[src/rtl/bus_arb_mux.sv]
// ---------------------------------------------------------------------------
// bus_arb_mux
//
// Arbitrating N:1 multiplexer with a single registered output slot. Each
// cycle the arbiter picks one requesting channel. If the output slot can
// take a new beat, that channel's word and index are captured into the
// output register. The slot accepts a new beat in the same cycle that the
// downstream side drains the old one, so a steady stream of requests moves
// at one beat per clock.
//
// Configuration macro:
//   BUS_ARB_RR_EN  defined   -> round-robin arbitration. A pointer records
//                               the channel after the last one granted.
//                  undefined -> fixed priority, the lowest index wins, and
//                               no pointer register is built.
//
// Ports:
//   clk        in   rising-edge clock
//   reset_n    in   asynchronous active-low reset
//   in_valid   in   [NUM_CH]            per-channel request
//   in_data    in   [NUM_CH*DATA_WIDTH] packed words, channel i at
//                                       [i*DATA_WIDTH +: DATA_WIDTH]
//   in_ready   out  [NUM_CH]            per-channel accept, one-hot or zero
//   out_valid  out                      output register holds a beat
//   out_data   out  [DATA_WIDTH]        registered selected word
//   out_ch     out  [CH_W]              channel that supplied out_data
//   out_ready  in                       downstream accept
// ---------------------------------------------------------------------------
module bus_arb_mux #(
  parameter  int NUM_CH     = 4,
  parameter  int DATA_WIDTH = 16,
  localparam int CH_W       = $clog2(NUM_CH)
) (
  input  logic                         clk,
  input  logic                         reset_n,
  input  logic [NUM_CH-1:0]            in_valid,
  input  logic [NUM_CH*DATA_WIDTH-1:0] in_data,
  output logic [NUM_CH-1:0]            in_ready,
  output logic                         out_valid,
  output logic [DATA_WIDTH-1:0]        out_data,
  output logic [CH_W-1:0]              out_ch,
  input  logic                         out_ready
);

  logic                  slot_avail;
  logic                  any_valid;
  logic                  xfer;
  logic [NUM_CH-1:0]     grant;
  logic [CH_W-1:0]       grant_idx;
  logic [DATA_WIDTH-1:0] ch_data [NUM_CH];

  // Split the packed input bus into one word per channel.
  for (genvar g = 0; g < NUM_CH; g++) begin : g_unpack
    assign ch_data[g] = in_data[g*DATA_WIDTH +: DATA_WIDTH];
  end

  // The slot is free when it is empty, or when its beat leaves this cycle.
  assign slot_avail = !out_valid || out_ready;
  assign any_valid  = |in_valid;

  // Accept a beat only when there is somewhere to put it. The reset term
  // keeps every accept low while the block is held in reset.
  assign in_ready = (reset_n && slot_avail && any_valid) ? grant : '0;
  assign xfer     = |(in_valid & in_ready);

`ifdef BUS_ARB_RR_EN
  logic [CH_W-1:0] ptr;

  // Round-robin search. The candidates are visited from the farthest to
  // the nearest relative to the pointer. Each valid candidate overwrites
  // the previous choice, so the first valid channel at or above the pointer,
  // with wrap-around, is the one that wins.
  always_comb begin
    int            cand;
    logic [CH_W-1:0] ci;
    grant     = '0;
    grant_idx = '0;
    cand      = 0;
    ci        = '0;
    for (int k = NUM_CH - 1; k >= 0; k--) begin
      cand = (int'(ptr) + k) % NUM_CH;
      ci   = CH_W'(cand);
      if (in_valid[ci]) begin
        grant     = '0;
        grant[ci] = 1'b1;
        grant_idx = ci;
      end
    end
  end

  // The pointer moves past a channel only after that channel actually
  // transfers. A request that is withdrawn before it is granted leaves
  // the pointer where it was.
  always_ff @(posedge clk or negedge reset_n) begin
    if (!reset_n) begin
      ptr <= '0;
    end else if (xfer) begin
      ptr <= (grant_idx == CH_W'(NUM_CH - 1)) ? '0 : grant_idx + 1'b1;
    end
  end
`else
  // Fixed priority. The scan runs from high index to low, so the lowest
  // valid index is the last one written and wins.
  always_comb begin
    logic [CH_W-1:0] ci;
    grant     = '0;
    grant_idx = '0;
    ci        = '0;
    for (int i = NUM_CH - 1; i >= 0; i--) begin
      ci = CH_W'(i);
      if (in_valid[ci]) begin
        grant     = '0;
        grant[ci] = 1'b1;
        grant_idx = ci;
      end
    end
  end
`endif

  // Output slot. A granted transfer loads a new beat. A free slot with no
  // transfer becomes empty. A stalled slot keeps its word and index stable.
  always_ff @(posedge clk or negedge reset_n) begin
    if (!reset_n) begin
      out_valid <= 1'b0;
      out_data  <= '0;
      out_ch    <= '0;
    end else if (xfer) begin
      out_valid <= 1'b1;
      out_data  <= ch_data[grant_idx];
      out_ch    <= grant_idx;
    end else if (slot_avail) begin
      out_valid <= 1'b0;
    end
  end

endmodule

[config.mk]
export PLATFORM = sky130hd
export DESIGN_NAME = bus_arb_mux
export DESIGN_NICKNAME = d
export VERILOG_FILES = /design/src/rtl/bus_arb_mux.sv
export SDC_FILE = /design/constraint.sdc
export NUM_CORES = 1
export LEC_CHECK = 0
export BUFFER_PORTS_ARGS = -buffer_cell sky130_fd_sc_hd__buf_4
export CAP_MARGIN = 15
export CORE_MARGIN = 10
export CORE_UTILIZATION = 35
export DETAILED_ROUTE_END_ITERATION = 7
export PLACE_DENSITY = 0.85
export SYNTH_ARGS = -nofsm -noshare
export SYNTH_HDL_FRONTEND = slang
export SYNTH_SLANG_ARGS = --single-unit
[constraint.sdc]
create_clock -name clk -period 1.2 [get_ports clk]
set_input_delay 0.06 -clock clk [delete_from_list [all_inputs] [get_ports clk]]
set_output_delay 0.06 -clock clk [all_outputs]
set_load 0.005 [all_outputs]
==> impl_metrics.yaml, run 1 <==
sta:
  setup_viol: 20
  tightestPinTransition_ps: 1070
  fmax_mhz: 744
  post-route-period-util_pct: 112
  final.min_clock_period_ps: 1340
  maxSlewViolCount: 0
  setup_ws_ps: -144
  fin_skew_ps: 3.91
  rsz0062_at_grt: "yes"
  tns_ps: -978
  hold_viol: 0
  slew_headroom_pct: 28.6
synth:
  synth_compound_area_share_pct: 36.7
  syn_inst: 132
  avgSynthCellArea_um2: 9.15
  async_flop_share_pct: 100
  synth_mux_area_share_pct: 0
  synth-main-ff-cell: "dfrtp_1"
  synth_top_area_share_pct: 39.4
  synth_top_family_by_area: "compound AO/OA/AOI/OAI gates"
  synth_nets: 203
  synth-seq-cells: 19
  synth_area_leaders: "dfrtp_1 (39%), a222oi_1 (9.1%), a22o_1 (8.0%), nand2_1 (5.9%), o32a_1 (3.3%)"
  synthAdderAreaFrac_pct: 0
  synth.distinct_cells: 29
  yosys.area_share.simple_pct: 15.4
  synth-edff-count: 0
  yosys.area.top_type: "dfrtp_1"
  synth_xor_area_share_pct: 0
  yosys_warnings: 0
  synth_area_um2: 1210
  yosysSeqAreaShare_pct: 39.4
global_routing:
  grt_util_all_layers_pct: 16.9
  grt_max_degree: 24
  grt_pass1_wl_mm: 8.46
  grt_overflow_total: 0
  antenna_found_initial: 0
  grt_pass1_vias: 1650
worst_setup_path:
  r2r_cells: 6
  rrSetupSlack_ps: -130
  start_kind: "flip-flop"
  slowest_delay_ps: 420
  critPathKind: "reg -> out"
  worstPathArrival_ps: 1280
  r2r_start: "out_valid"
  crit_family: "flip-flops"
  cp_max_fo: 5
  r2r-end: "out_ch[0]"
  critPathCaptureType: "output pin"
  crit_chain: "nand2b_4 -> nand2_8 -> nor4b_4 -> buf_4"
  required_ps: 1140
  slowest_stage: "dfrtp_1"
  critPathBufInv: 1
layout:
  stdcell_count: 284
  area_growth_pct: 79.6
  layout_common_cells: "buf_4 (108), dfrtp_1 (19), nand2_1 (18), a22o_1 (11), a222oi_1 (11)"
  final_nets: 310
  num_antenna_cells: 0
  drive_gt1_share_pct: 52.9
  mostFrequentLayoutCell: "buf_4"
detailed_routing:
  dr.pass1.iters: 7
  drtIter0Drc: 137
  wl_per_cell_um: 19.6
  routed_wl_mm: 5.56
  vias: 1565
  drcViolationCount: 0
  ant_nets: 0
  avgViaCountPerCell: 5.51
placement:
  place_worst_setup_slack_ps: -335
  dp.cells: 274
  gp_congestion: 0.878
  port_buffers: 93
  dp_hpwl_mm: 4.38
clock_network:
  cts-root-buf: "clkbuf_4"
  clock_sinks: 19
  clock_path_buffers: 2
  cts-htree-levels: 1
  cts_made_buffers: 3
  cts_tree: "done"
  clock_latency_ps: 310
  cts.reportedPaths.clkPinSlew_ps: 120
die:
  ioPinCount: 94
  start_util_pct: 36.2
  core_area_um2: 3340
  die_area_um2: 6200
  rows: 21
  die_w_um: 78.7
  fp.dieH_um: 78.7
hold_path:
  worstHoldStart: "in_data[26]"
  hp-class: "in -> reg"
  hold-path-cell-count: 3
  whs_endpoint: "out_data[10]"
pwr:
  ir_drop_mv: 0.378
  p_per_area_nw_per_um2: 919
  leakage_nw: 1.07
run_status:
  violations: "negative setup slack"
  status: "finished with violations"
flow_run:
  cap_violations: 0
[sequential cells by signal, indices dropped and copies added, names as in the netlist]
signal	cells
out_data	16
out_ch	2
out_valid	1
[metal layers]
layer  global-route usage [%]  vias to the layer above  wire (um)
met5                        0                        -          0
met4                     9.86                        0        236
met3                     3.72                       18        435
met2                     28.5                       92       2830
met1                     19.2                      727       2060
li1                         -                      728          -
[cell usage after synthesis, drive strengths merged, types with 2 or more instances]
master,instances
a21oi,3
a222oi,11
a22o,11
a2bb2oi,4
buf,8
clkbuf,4
dfrtp,19
inv,7
nand2,19
nand2b,2
nor2,9
nor2b,2
o21ai,16
o221ai,4
o32a,4
[worst min-delay path: stages]
cell and delay [ps]:
buf_4 80, a222oi_1 60, o21ai_1 110
[logic make-up (layout without fill, tap and decap cells)]
family,Yosys count,count (layout)
and+or+nand+nor,38,38
buffers and inverters,19,125
DFF,19,19
AOI/OAI and AO/OA,56,56
[metrics by stage]
step	total power, mW	instance area [um2]	utilization [%]	hold WS [ps]
floorplan	1.11	1210	-	-236
global placement	1.58	2030	60.9	-97.4
detailed placement	1.60	2030	60.9	-92.0
CTS	1.96	2130	63.9	26.3
global route	2.08	2170	65.0	56.3
finish	1.99	2170	65.0	35.1
[worst max path at each step]
stage / start / end / slack, ps / cells after the start
finish: out_valid / in_ready[2] / -140 / 4
global route: out_valid / out_data[15] / -190 / 5
CTS: out_valid / in_ready[2] / -130 / 4
detailed placement: in_valid[0] / out_data[14] / -330 / 4
global placement: in_valid[0] / out_data[5] / -260 / 4
floorplan: in_valid[3] / out_data[15] / 60 / 6
[power by group]
part           switching [mW]  internal (mW)  leakage, nW  total, mW
clock                   0.219          0.130       0.0150      0.349
sequential             0.0700          0.747        0.234      0.817
combinational           0.345          0.482        0.821      0.828
total                   0.634           1.36         1.07       1.99
[what timing repair did]
| item | 4_1_cts | 5_1_grt |
|---|---|---|
| setup endpoints to repair | 5 | 22 |
| resized for setup | 10 | 3 |
| hold buffers | 1 | 0 |
| pin swaps | 5 | 4 |
| buffers inserted | 3 | 2 |
| endpoints found under the hold margin | 19 | 0 |
[area by class of cell]
class / count / area (um2)
well taps: 46 / 57.6
clock buffers: 4 / 26.3
flip-flops and latches: 19 / 475
inverters: 7 / 26.3
repair buffers: 114 / 895
fillers: 277 / 1170
multi-input cells: 94 / 688
No activity file was read; power rests on OpenSTA's default activity.
==> run 2, diff against run 1 <==
- CAP_MARGIN: 15 -> unset
- SETUP_SLACK_MARGIN: unset -> 0.05
- clock period: 1.2 -> 1.12 ns (I/O delays scaled with it)
==> impl_metrics.yaml, run 2 (same netlist as run 1, synthesis figures left out) <==
run_status:
  status: "finished with violations"
  violations: "negative setup slack"
layout:
  fillerInstances: 288
  mostFrequentLayoutCell: "buf_4"
  regMostFlops: "out_data"
  area_growth_pct: 76.3
  layout_common_cells: "buf_4 (107), dfrtp_1 (19), nand2_1 (18), o21ai_1 (12)"
  num_antenna_cells: 0
  stdcell_count: 281
  largest_reg_flops: 16
  reg.largest.list: "out_data x16, out_ch x2, out_valid x1"
  final_nets: 307
  drive_gt1_share_pct: 53.6
sta:
  maxSlewViolCount: 0
  fmax_mhz: 723
  tightestPinTransition_ps: 602
  hold_viol: 0
  setup_ws_ps: -264
  final.min_clock_period_ps: 1380
  slew_headroom_pct: 59.7
  fin_skew_ps: 2.23
  post-route-period-util_pct: 124
  setup_viol: 23
  rsz0062_at_grt: "yes"
detailed_routing:
  routed_wl_mm: 4.90
  ant_nets: 0
  wl_per_cell_um: 17.4
  avgViaCountPerCell: 5.16
  dr.pass1.iters: 4
  vias: 1451
  drcViolationCount: 0
  drtIter0Drc: 110
die:
  die_area_um2: 6200
  core_area_um2: 3340
  fp.dieH_um: 78.7
  rows: 21
  die_w_um: 78.7
  ioPinCount: 94
  start_util_pct: 36.2
pwr:
  leakage_nw: 1.06
  ir_drop_mv: 0.450
  p_per_area_nw_per_um2: 983
  totalPowerFinal_mw: 2.09
hold_path:
  hold-path-cell-count: 3
  whs_endpoint: "out_data[6]"
  hp-class: "in -> reg"
  worstHoldStart: "in_data[22]"
global_routing:
  grt_pass1_vias: 1488
  grt_overflow_total: 0
  antenna_found_initial: 0
  grt_max_degree: 24
  grt_pass1_wl_mm: 7.56
  grt_util_all_layers_pct: 14.7
placement:
  gp_congestion: 0.816
  dp_hpwl_mm: 4.04
  dp.cells: 273
  port_buffers: 93
clock_network:
  clock_latency_ps: 310
  clock_path_buffers: 2
  clock_sinks: 19
  cts.reportedPaths.clkPinSlew_ps: 110
  cts-root-buf: "clkbuf_4"
  cts_tree: "done"
  cts-htree-levels: 1
  cts_made_buffers: 3
worst_setup_path:
  start_kind: "flip-flop"
  critPathCaptureType: "output pin"
  r2r_cells: 7
  r2r-end: "out_ch[0]"
  rrSetupSlack_ps: -200
  worstPathArrival_ps: 1330
  cp_max_fo: 4
  critPathKind: "reg -> out"
  required_ps: 1060
  r2r_start: "out_valid"
flow_run:
  cap_violations: 0
run 2: changes by cell type in the layout (fill, tap and decap cells not counted), moves of 2 or more:
cell     change
o21ai_0      -5
o21ai_1      +5
buf_12       -2
nor2b_1      -2
run 2: worst max-delay path by stage:
stage | from | cells past startpoint | to | slack (ps)
floorplan | out_valid | 4 | in_ready[1] | 50
global placement | in_valid[1] | 4 | out_data[7] | -340
detailed placement | in_valid[1] | 5 | out_data[3] | -350
CTS | out_valid | 5 | in_ready[1] | -230
global route | out_valid | 7 | out_ch[0] | -300
finish | out_valid | 5 | in_ready[1] | -260
run 2: final cells by class:
class	count	area, um2	area share, %
flip-flops and latches	19	475	22.3
well taps	46	57.6	2.70
repair buffers	111	847	39.8
inverters	7	26.3	1.23
clock buffers	3	22.5	1.06
multi-input cells	94	694	32.6
clock inverters	1	5.00	0.235
run 2: routing by layer:
metal	global-route usage, %	routed length [um]	vias up
met1	18.6	2020	667
met4	3.94	71	0
met3	3.49	350	6
met5	0	0	-
met2	24.6	2460	59
li1	-	-	719
run 2: what timing repair did:
item                                    4_1_cts  5_1_grt
gates resized for setup                       6        6
hold buffers                                  1        0
setup buffers                                 1        2
pin swaps                                    14        1
endpoints found under the hold margin        19        0
endpoints found under the setup margin       22       23
run 2: critical path, stage by stage (launching register included):
cell and delay [ps]:
dfrtp_1 420, nand2b_4 90, nand2_4 60, buf_6 120, nor3b_4 180, buf_6 130
run 2: through the flow:
stage | setup WS [ps] | cell area, um2 | util (%) | hold slack [ps] | TNS (ps)
5_1_grt | -300 | 2130 | 63.8 | 35.1 | -5210
4_1_cts | -230 | 2080 | 62.4 | 24.5 | -2230
3_5_place_dp | -346 | 2010 | 60.3 | -129 | -4550
2_1_floorplan | 50.7 | 1240 | - | -240 | 0
6_report | -264 | 2130 | 63.8 | 30.2 | -3210
3_3_place_gp | -341 | 2010 | 60.3 | -131 | -4640
run 2: power by group:
group	switching [mW]	internal [mW]	total, mW
registers	0.0701	0.800	0.870
clock network	0.232	0.134	0.365
logic	0.352	0.506	0.857
total	0.654	1.44	2.09
